`config.mk`:
```
export PLATFORM = sky130hd
export DESIGN_NAME = instr_fetch_unit
export DESIGN_NICKNAME = d
export VERILOG_FILES = /design/src/rtl/ifu_pkg.sv /design/src/rtl/ifu_fifo.sv /design/src/rtl/instr_fetch_unit.sv
export SDC_FILE = /design/constraint.sdc
export NUM_CORES = 1
export LEC_CHECK = 0
export CORE_MARGIN = 2
export CORE_UTILIZATION = 55
export CTS_BUF_LIST = sky130_fd_sc_hd__clkbuf_2
export CTS_CLUSTER_DIAMETER = 100
export DETAILED_ROUTE_END_ITERATION = 8
export GPL_ROUTABILITY_DRIVEN = 0
export GPL_TIMING_DRIVEN = 0
export PLACE_DENSITY = 0.79
export RECOVER_POWER = 100
export SYNTH_ARGS = -nofsm -noshare
export SYNTH_HDL_FRONTEND = slang
export SYNTH_SLANG_ARGS = --single-unit
```
`constraint.sdc`:
```
create_clock -name CLK -period 3.81 [get_ports CLK]
set_input_delay 0.5715 -clock CLK [delete_from_list [all_inputs] [get_ports CLK]]
set_output_delay 0.5715 -clock CLK [all_outputs]
set_load 0.01 [all_outputs]
```
`src/rtl/ifu_pkg.sv`:
```
// Shared types and constants for the instruction fetch unit.
// Optional perf counters in the top are enabled by IFU_PERF_CNT_EN.
package ifu_pkg;

  localparam int unsigned INSTR_W = 32;

  localparam logic [INSTR_W-1:0] INSTR_NOP  = 32'hE1A0_0000;
  localparam logic [INSTR_W-1:0] PC_INC     = 32'd4;
  localparam logic [INSTR_W-1:0] ALIGN_MASK = 32'd3;

  typedef enum logic [1:0] {
    IDLE,
    REQ,
    DRAIN
  } fetch_state_t;

  typedef struct packed {
    logic [INSTR_W-1:0] pc;
    logic [INSTR_W-1:0] instr;
  } fetch_entry_t;

  function automatic logic [INSTR_W-1:0] align_word(input logic [INSTR_W-1:0] addr);
    return addr & ~ALIGN_MASK;
  endfunction

endpackage

```
`src/rtl/ifu_fifo.sv`:
```
// Prefetch FIFO of {pc, instr} entries with flush; head outputs are registered
// so the consumer sees flop outputs (instr forced to NOP while empty, pc held).
module ifu_fifo
  import ifu_pkg::*;
#(
  parameter int unsigned DEPTH = 2,
  localparam int unsigned PTR_W = $clog2(DEPTH),
  localparam int unsigned CNT_W = $clog2(DEPTH) + 1
) (
  input  logic               clk,
  input  logic               rst_n,
  input  logic               flush,
  input  logic               push,
  input  logic               pop,
  input  fetch_entry_t       wdata,
  output logic [CNT_W-1:0]   count,
  output logic               valid,
  output logic [INSTR_W-1:0] head_pc,
  output logic [INSTR_W-1:0] head_instr
);

  fetch_entry_t       mem [DEPTH];
  logic [PTR_W-1:0]   rd_ptr;
  logic [PTR_W-1:0]   wr_ptr;
  logic [PTR_W-1:0]   rd_ptr_n;
  logic [PTR_W-1:0]   wr_ptr_n;
  logic [CNT_W-1:0]   count_n;
  logic [CNT_W-1:0]   remain;
  logic               pop_ok;
  logic               push_ok;
  logic               valid_n;
  fetch_entry_t       head_n;

  // Flush beats push and pop; a push into a full FIFO is legal only alongside a pop.
  always_comb begin
    pop_ok   = pop && (count != '0) && !flush;
    push_ok  = push && !flush && ((count < CNT_W'(DEPTH)) || pop_ok);
    remain   = count - CNT_W'(pop_ok);
    count_n  = flush ? '0 : remain + CNT_W'(push_ok);
    rd_ptr_n = flush ? '0 : rd_ptr + PTR_W'(pop_ok);
    wr_ptr_n = flush ? '0 : wr_ptr + PTR_W'(push_ok);
    valid_n  = (count_n != '0);
    head_n   = (remain == '0) ? wdata : mem[rd_ptr_n];
  end

  always_ff @(posedge clk) begin
    if (push_ok) mem[wr_ptr] <= wdata;
  end

  always_ff @(posedge clk or negedge rst_n) begin
    if (!rst_n) begin
      count      <= '0;
      rd_ptr     <= '0;
      wr_ptr     <= '0;
      valid      <= 1'b0;
      head_pc    <= '0;
      head_instr <= INSTR_NOP;
    end else begin
      count  <= count_n;
      rd_ptr <= rd_ptr_n;
      wr_ptr <= wr_ptr_n;
      valid  <= valid_n;
      if (valid_n) begin
        head_pc    <= head_n.pc;
        head_instr <= head_n.instr;
      end else begin
        head_instr <= INSTR_NOP;
      end
    end
  end

endmodule

```
`src/rtl/instr_fetch_unit.sv`:
```
// Instruction fetch: owns FetchPC, issues single-outstanding word reads and buffers
// returned words in ifu_fifo. Define IFU_PERF_CNT_EN to add FetchCount/FlushCount.
module instr_fetch_unit
  import ifu_pkg::*;
#(
  parameter logic [INSTR_W-1:0] RESET_PC = 32'h0000_0000,
  parameter int unsigned        DEPTH    = 2
) (
  input  logic               CLK,
  input  logic               RESETn,
  output logic               IMemReq,
  output logic [INSTR_W-1:0] IMemAddr,
  input  logic               IMemAck,
  input  logic [INSTR_W-1:0] IMemRData,
  output logic [INSTR_W-1:0] Instr,
  output logic [INSTR_W-1:0] InstrPC,
  output logic               InstrValid,
  input  logic               InstrReady,
  input  logic               PCSrc,
  input  logic [INSTR_W-1:0] BranchTarget
`ifdef IFU_PERF_CNT_EN
  ,
  output logic [31:0]        FetchCount,
  output logic [15:0]        FlushCount
`endif
);

  localparam int unsigned CNT_W = $clog2(DEPTH) + 1;

  fetch_state_t       state;
  fetch_state_t       state_n;
  logic [INSTR_W-1:0] fetch_pc;
  logic [INSTR_W-1:0] fetch_pc_n;
  logic [INSTR_W-1:0] pc_next;
  logic [INSTR_W-1:0] target;
  logic [INSTR_W-1:0] addr_n;
  logic               req_n;
  logic               push;
  logic               pop;
  logic               flush;
  logic [CNT_W-1:0]   count;
  logic [CNT_W-1:0]   count_after;
  fetch_entry_t       wdata;

  assign target  = align_word(BranchTarget);
  assign pc_next = fetch_pc + PC_INC;
  assign pop     = InstrValid && InstrReady;
  assign wdata   = '{pc: fetch_pc, instr: IMemRData};

  // Occupancy after this edge's push and pop; decides whether the next read may issue.
  assign count_after = count + CNT_W'(1) - CNT_W'(pop);

  always_comb begin
    state_n    = state;
    fetch_pc_n = fetch_pc;
    req_n      = IMemReq;
    addr_n     = IMemAddr;
    push       = 1'b0;
    flush      = 1'b0;
    unique case (state)
      IDLE: begin
        if (PCSrc) begin
          flush      = 1'b1;
          fetch_pc_n = target;
          state_n    = REQ;
          req_n      = 1'b1;
          addr_n     = target;
        end else if (count < CNT_W'(DEPTH)) begin
          state_n = REQ;
          req_n   = 1'b1;
          addr_n  = fetch_pc;
        end
      end
      REQ: begin
        if (PCSrc) begin
          flush      = 1'b1;
          fetch_pc_n = target;
          if (IMemAck) begin
            req_n  = 1'b1;
            addr_n = target;
          end else begin
            state_n = DRAIN;
          end
        end else if (IMemAck) begin
          push       = 1'b1;
          fetch_pc_n = pc_next;
          if (count_after < CNT_W'(DEPTH)) begin
            req_n  = 1'b1;
            addr_n = pc_next;
          end else begin
            state_n = IDLE;
            req_n   = 1'b0;
          end
        end
      end
      DRAIN: begin
        // Stale read still owns the bus; its data is dropped when it completes.
        if (PCSrc) begin
          flush      = 1'b1;
          fetch_pc_n = target;
        end
        if (IMemAck) begin
          state_n = REQ;
          req_n   = 1'b1;
          addr_n  = PCSrc ? target : fetch_pc;
        end
      end
      default: begin
        state_n = IDLE;
        req_n   = 1'b0;
      end
    endcase
  end

  always_ff @(posedge CLK or negedge RESETn) begin
    if (!RESETn) begin
      state    <= IDLE;
      fetch_pc <= RESET_PC;
      IMemReq  <= 1'b0;
      IMemAddr <= RESET_PC;
    end else begin
      state    <= state_n;
      fetch_pc <= fetch_pc_n;
      IMemReq  <= req_n;
      IMemAddr <= addr_n;
    end
  end

  ifu_fifo #(
    .DEPTH(DEPTH)
  ) u_fifo (
    .clk        (CLK),
    .rst_n      (RESETn),
    .flush      (flush),
    .push       (push),
    .pop        (pop),
    .wdata      (wdata),
    .count      (count),
    .valid      (InstrValid),
    .head_pc    (InstrPC),
    .head_instr (Instr)
  );

`ifdef IFU_PERF_CNT_EN
  always_ff @(posedge CLK or negedge RESETn) begin
    if (!RESETn) begin
      FetchCount <= '0;
      FlushCount <= '0;
    end else begin
      if (push)  FetchCount <= FetchCount + 32'd1;
      if (PCSrc) FlushCount <= FlushCount + 16'd1;
    end
  end
`endif

endmodule

```
==> results.py, run 1 <==
metrics = {
    "run_status": {
        "outcome": "finished, violations left",
        "violations": "max-capacitance violations, max-slew violations",
    },
    "placed_design": {
        "port_buffers": 163,
        "hpwl_um": 21470,
        "dp_slack_ns": -1.250,
    },
    "detailed_routing": {
        "dr.pass1.iters": 6,
        "vias_per_cell": 6.030,
        "drt-initial-drc-count": 986,
        "wl_per_cell_um": 20.04,
        "route.detailed.drc": 0,
        "detail-route-antenna-nets": 0,
        "vias": 9563,
        "drt-total-wl_um": 31790,
    },
    "logic_synthesis": {
        "postSynthCellCount": 1021,
        "yosysUniqueCellTypes": 72,
        "yosysWarnings": 0,
        "synth_top_area_share": 0.3263,
        "yosys.area.top_type": "edfxtp_1",
        "seq_area_frac_synth": 0.6158,
        "syn_nets": 1095,
        "synth.avg_cell_area_um2": 11.54,
        "ys.flop_type": "dfrtp_1",
        "syn_area_um2": 11780,
        "netlist_top_cells_area": "edfxtp_1, dfrtp_1, mux2i_1, nand2_1, o21ai_0",
        "async_reset_ff_frac": 0.5152,
        "synth_edf_count": 128,
        "yosys_register_bits": 264,
    },
    "sta": {
        "worst_slack_ns": 0.2021,
        "finalHoldViolations": 0,
        "setup_viol": 0,
        "fin_crit_sh": 0.9470,
        "setup_tns_ns": 0,
        "clock_skew_ns": 0.08294,
        "timing.fmax_mhz": 277.2,
        "drv_slew": 107,
        "rsz0062_at_grt": "no",
        "finalCriticalPeriod_ns": 3.608,
        "holdWs_ns": 0.1481,
        "tightest_slew_ns": 2.509,
        "max_slew_margin": -0.6725,
    },
    "worst_setup_path": {
        "worstSetupPathType": "primary input to flop",
        "crit_fanout": 10,
        "cp-start-kind": "primary input",
        "r2r_setup_slack_ns": 0.23,
        "crit_arrival_ns": 4.34,
        "cp.required_ns": 4.54,
        "cp-end-kind": "flop",
    },
    "grt": {
        "grt_pass1_vias": 9306,
        "grt_max_degree": 96,
        "grt_usage": 0.2828,
        "grt_overflow": 0,
        "antenna_found_initial": 1,
        "grt_pass1_wl_um": 48900,
    },
    "floorplan": {
        "io-pin-count": 167,
        "die-area_um2": 22610,
        "die_h_um": 150.4,
        "rows": 53,
        "dieWidth_um": 150.4,
        "start_util": 0.5604,
        "core_area_um2": 21020,
    },
    "cells_and_area": {
        "fillers": 1574,
        "utilization": 0.6856,
        "syn2layout_area_growth_pct": 22.35,
        "final_common_cell": "dlygate4sd3_1",
        "layout_common_cells": "dlygate4sd3_1, dfrtp_1, edfxtp_1, nand2_1, clkbuf_2",
        "drive_above_1_share": 0.1154,
        "nNetsFinal": 1329,
    },
    "clock_tree": {
        "ctsHtreeMaxLevel": 3,
        "cts_sinks": 264,
        "cts_tree": "yes",
        "cts.root.buffer_cell": "clkbuf_2",
        "cts_setup_buffers": 0,
        "cts_buffers": 66,
        "clk_latency_ns": 0.83,
        "clk_path_buf_depth": 3,
        "clk_pin_slew_ns": 0.11,
    },
    "pwr": {
        "p_sw_frac": 0.3791,
        "p_total_w": 0.009501,
        "ir_drop_mv": 0.3594,
        "p_int_w": 0.005899,
        "cellLeakagePower_nw": 5.642,
        "p_seq_frac": 0.444,
        "combPwrFrac": 0.347,
        "p_sw_w": 0.003602,
        "p_per_area_nw_per_um2": 659.2,
        "pwr-share-clk": 0.209,
    },
    "worst_hold_path": {
        "min_path_type": "primary input to flop",
    },
    "job": {
        "drv_cap": 2,
    },
}
[state kept, by name, summed over array words and instances, names as in the netlist]
| register | flops |
|---|---|
| u_fifo.mem | 128 |
| IMemAddr | 32 |
| fetch_pc | 32 |
| u_fifo.head_instr | 32 |
| u_fifo.head_pc | 32 |
| state | 2 |
| u_fifo.count | 2 |
| IMemReq | 1 |
| u_fifo.rd_ptr | 1 |
| u_fifo.valid | 1 |
| u_fifo.wr_ptr | 1 |
[routing by layer]
| metal | GRT usage | vias to the layer above | wire, um |
|---|---|---|---|
| met1 | 0.3936 | 4524 | 13040 |
| met2 | 0.4327 | 605 | 14420 |
| li1 | - | 4319 | - |
| met5 | 0 | - | 0 |
| met3 | 0.05788 | 115 | 3165 |
| met4 | 0.1264 | 0 | 1168 |
[repair_timing]
action / 4_1_cts / 5_1_grt
hold endpoints to repair: 38 / 0
endpoints found under the setup margin: 53 / 46
resized for setup: 3 / 7
cloned: 0 / 0
hold buffers: 1 / 0
pin swaps: 0 / 0
[critical path, stage by stage]
cell and delay (ns):
dlygate4sd3_1 0.69, clkbuf_2 0.30, inv_1 0.10, a21oi_1 0.35
nor2_1 0.10, ha_1 0.32, inv_1 0.05, ha_1 0.19
xnor2_1 0.24, o21ai_2 0.16, inv_1 0.14, buf_2 0.30
clkbuf_1 0.46, nand3_1 0.20, o211ai_1 0.15
[power groups by stage]
stage                     Combinational (W)  Clock [W]  Sequential [W]
after detailed placement            0.00341          0         0.00428
after global routing                0.00357    0.00217         0.00429
after CTS                           0.00344    0.00202         0.00422
final                               0.00330    0.00198         0.00422
after floorplan                     0.00164          0         0.00435
after global placement              0.00331          0         0.00425
[per-stage QoR]
stage               instances  cell area (um2)
finish                   1586            14410
global route             1585            14410
CTS                      1584            14490
detailed placement       1461            13830
global placement         1459            13760
floorplan                1021            11780
[path summary, 6_finish.rpt]
kind / from / to / depth (start not counted)
worst min register to register: fetch_pc[18] / u_fifo.mem[0][50] / 0
worst min-delay path: IMemAck / state[1] / 2
worst max register to register: fetch_pc[3] / fetch_pc[22] / 8
max in group asynchronous: RESETn / u_fifo.head_instr[15] / 2
worst max-delay path: PCSrc / u_fifo.head_pc[3] / 15
min in group asynchronous: RESETn / u_fifo.head_instr[18] / 2
[cell usage after synthesis (all sizes together) (9+ instances only)]
cell    instances
a21oi          60
and2           10
and3           10
buf            33
clkbuf         50
dfrtp         130
edfxtp        128
inv            17
mux2            9
mux2i          73
nand2         119
nand2b          9
nand3          57
nand4          12
nor2           39
nor3           13
nor4           10
o211ai         35
o21ai          83
o22ai          10
o31ai           9
[logic make-up (layout without fill, tap and decap cells)]
family | count (synthesis) | in the layout | share of synthesized area
and+or+nand+nor | 300 | 300 | 0.1265
muxes | 82 | 82 | 0.07095
adders and majority gates | 5 | 5 | 0.005311
other | 0 | 2 | 0
AOI/OAI and AO/OA | 262 | 262 | 0.1408
buffers and inverters | 100 | 388 | 0.03463
xor gates and xnor gates | 8 | 8 | 0.005948
DFF | 264 | 264 | 0.6158
[area by class of cell]
cell class,instances,area [um2],share of cell area
clock buffer,100,500.5,0.03473
tap,275,344.1,0.02387
sequential,264,7254,0.5033
buffer,83,334.1,0.02318
timing repair buffer,166,1683,0.1168
clock inverter,22,136.4,0.009463
multi-input combinational,657,4091,0.2839
antenna,2,5.005,0.0003473
inverter,17,63.81,0.004427
Power figures use the tool's default switching activity.
==> run 2, diff against run 1 <==
--- a/config.mk
+++ b/config.mk
@@ -7,7 +7,6 @@
 export LEC_CHECK = 0
 export CORE_MARGIN = 2
 export CORE_UTILIZATION = 55
-export CTS_BUF_LIST = sky130_fd_sc_hd__clkbuf_2
 export CTS_CLUSTER_DIAMETER = 100
 export DETAILED_ROUTE_END_ITERATION = 8
 export GPL_ROUTABILITY_DRIVEN = 0
==> run 2 against run 1 <==
Effect of this change:
- the run still ends with max-capacitance violations, max-slew violations left
- combinational power barely moved
- first-iteration DRC count rose by 7.5%
- final cell count is 4.7% lower
- utilization is 1.3 points higher
- non-clock buffer count unchanged
- routed wire length is 0.35% higher
- final area is 1.9% higher
- clock skew is 0.063 ns lower
==> results.py, run 2 (synthesis gave the netlist of run 1 again) <==
metrics = {
    "detailed_routing": {
        "detail-route-antenna-nets": 0,
        "vias": 9381,
        "drt-initial-drc-count": 1060,
        "vias_per_cell": 6.208,
        "drt-total-wl_um": 31900,
        "dr.pass1.iters": 6,
        "wl_per_cell_um": 21.11,
        "route.detailed.drc": 0,
    },
    "grt": {
        "grt_pass1_wl_um": 48790,
        "grt_pass1_vias": 9079,
        "antenna_found_initial": 0,
        "grt_max_degree": 96,
        "grt_usage": 0.2797,
        "grt_overflow": 0,
    },
    "sta": {
        "finalCriticalPeriod_ns": 3.641,
        "tightest_slew_ns": 2.411,
        "timing.fmax_mhz": 274.6,
        "finalHoldViolations": 0,
        "fin_crit_sh": 0.9557,
        "clock_skew_ns": 0.02013,
        "drv_slew": 43,
        "rsz0062_at_grt": "no",
        "max_slew_margin": -0.6075,
        "setup_viol": 0,
        "holdWs_ns": 0.4335,
    },
    "worst_setup_path": {
        "cp-end-kind": "flop",
        "cp-start-kind": "primary input",
        "crit_fanout": 10,
        "worstSetupPathType": "primary input to flop",
        "cp.required_ns": 4.25,
        "crit_arrival_ns": 4.08,
    },
    "cells_and_area": {
        "layout_common_cells": "dlygate4sd3_1, dfrtp_1, edfxtp_1, nand2_1, o21ai_0",
        "final_common_cell": "dlygate4sd3_1",
        "stdcell_area_um2": 14690,
        "seqCellArea_um2": 7254,
        "antenna_cells": 0,
        "regMostFlops": "u_fifo.mem",
        "multi_input_area_um2": 4143,
        "nNetsFinal": 1290,
        "drive_above_1_share": 0.07686,
        "fillers": 1484,
        "largest_reg_flops": 128,
        "syn2layout_area_growth_pct": 24.68,
    },
    "clock_tree": {
        "cts.root.buffer_cell": "clkbuf_16",
        "cts_buffers": 27,
        "clk_pin_slew_ns": 0.06,
        "cts_sinks": 264,
        "clk_path_buf_depth": 3,
        "clk_latency_ns": 0.54,
        "cts_setup_buffers": 0,
        "cts_tree": "yes",
        "ctsHtreeMaxLevel": 1,
    },
    "floorplan": {
        "die_h_um": 150.4,
        "start_util": 0.5604,
        "dieWidth_um": 150.4,
        "die-area_um2": 22610,
        "core_area_um2": 21020,
        "rows": 53,
        "io-pin-count": 167,
    },
    "pwr": {
        "p_per_area_nw_per_um2": 693.2,
        "cellLeakagePower_nw": 5.628,
        "ir_drop_mv": 0.4126,
        "p_total_w": 0.01018,
    },
    "run_status": {
        "outcome": "finished, violations left",
        "violations": "max-capacitance violations, max-slew violations",
    },
    "worst_hold_path": {
        "min_path_type": "primary input to flop",
    },
    "job": {
        "drv_cap": 1,
    },
    "placed_design": {
        "hpwl_um": 21470,
        "port_buffers": 163,
        "post_dp_cell_area_um2": 13830,
    },
}
run 2: cell count changes in the layout (fill, tap and decap cells not counted), moves of 3 or more:
cell / delta
clkbuf_2: -94
clkbuf_8: +3
clkinv_2: +3
inv_2: -4
clkbuf_1: +4
clkbuf_16: +27
buf_1: -3
clkinv_1: -14
run 2: layout make-up:
cell class,instances,area share
timing repair buffer,166,0.1126
multi-input combinational,657,0.2821
buffer,83,0.02334
sequential,264,0.4939
inverter,17,0.004345
clock buffer,38,0.05086
clock inverter,11,0.009456
tap,275,0.02343
run 2: report_power, final:
part	internal, W	switching, W
Clock	0.00157	0.00106
Combinational	0.00132	0.00200
Sequential	0.00376	0.000478
run 2: what timing repair did:
item | 4_1_cts | 5_1_grt
hold buffers | 1 | 0
endpoints found under the hold margin | 36 | 0
gates resized for setup | 9 | 4
setup endpoints to repair | 65 | 23
run 2: metrics by stage:
stage,util,cells,setup slack [ns],TNS [ns]
after floorplan,-,1021,0.2302,0
final,0.6987,1511,0.1687,0
after global placement,0.6544,1459,-3.478,-717.44
after CTS,0.7013,1511,0.1593,0
after detailed placement,0.6579,1461,-1.250,-107.86
after global routing,0.6987,1511,0.003138,0
run 2: critical path, cell delays in order:
cell             delay, ns
clkdlybuf4s50_1       0.62
clkbuf_2              0.31
inv_1                 0.10
a21oi_1               0.36
nor2_1                0.10
ha_1                  0.32
inv_1                 0.05
ha_1                  0.19
xnor2_1               0.24
o21ai_2               0.16
inv_1                 0.15
buf_2                 0.30
clkbuf_2              0.32
nand3_1               0.13
o211ai_1              0.13
run 2: final timing paths:
check | startpoint | end | slack [ns] | cells past startpoint
max | PCSrc | u_fifo.head_pc[5] | 0.17 | 15
min | IMemAck | state[1] | 0.43 | 2
max reg2reg | fetch_pc[3] | fetch_pc[22] | 0.31 | 8
min reg2reg | fetch_pc[19] | u_fifo.mem[0][51] | 0.47 | 0
max in group asynchronous | RESETn | fetch_pc[17] | 0.58 | 3
min in group asynchronous | RESETn | u_fifo.head_instr[18] | 1.32 | 2
run 2: layer usage:
metal / wire (um) / global-route usage / up-vias
met3: 3187 / 0.05000 / 125
met1: 12970 / 0.3944 / 4487
li1: - / - / 4190
met2: 14510 / 0.4377 / 579
met4: 1235 / 0.1042 / 0
met5: 0 / 0 / -
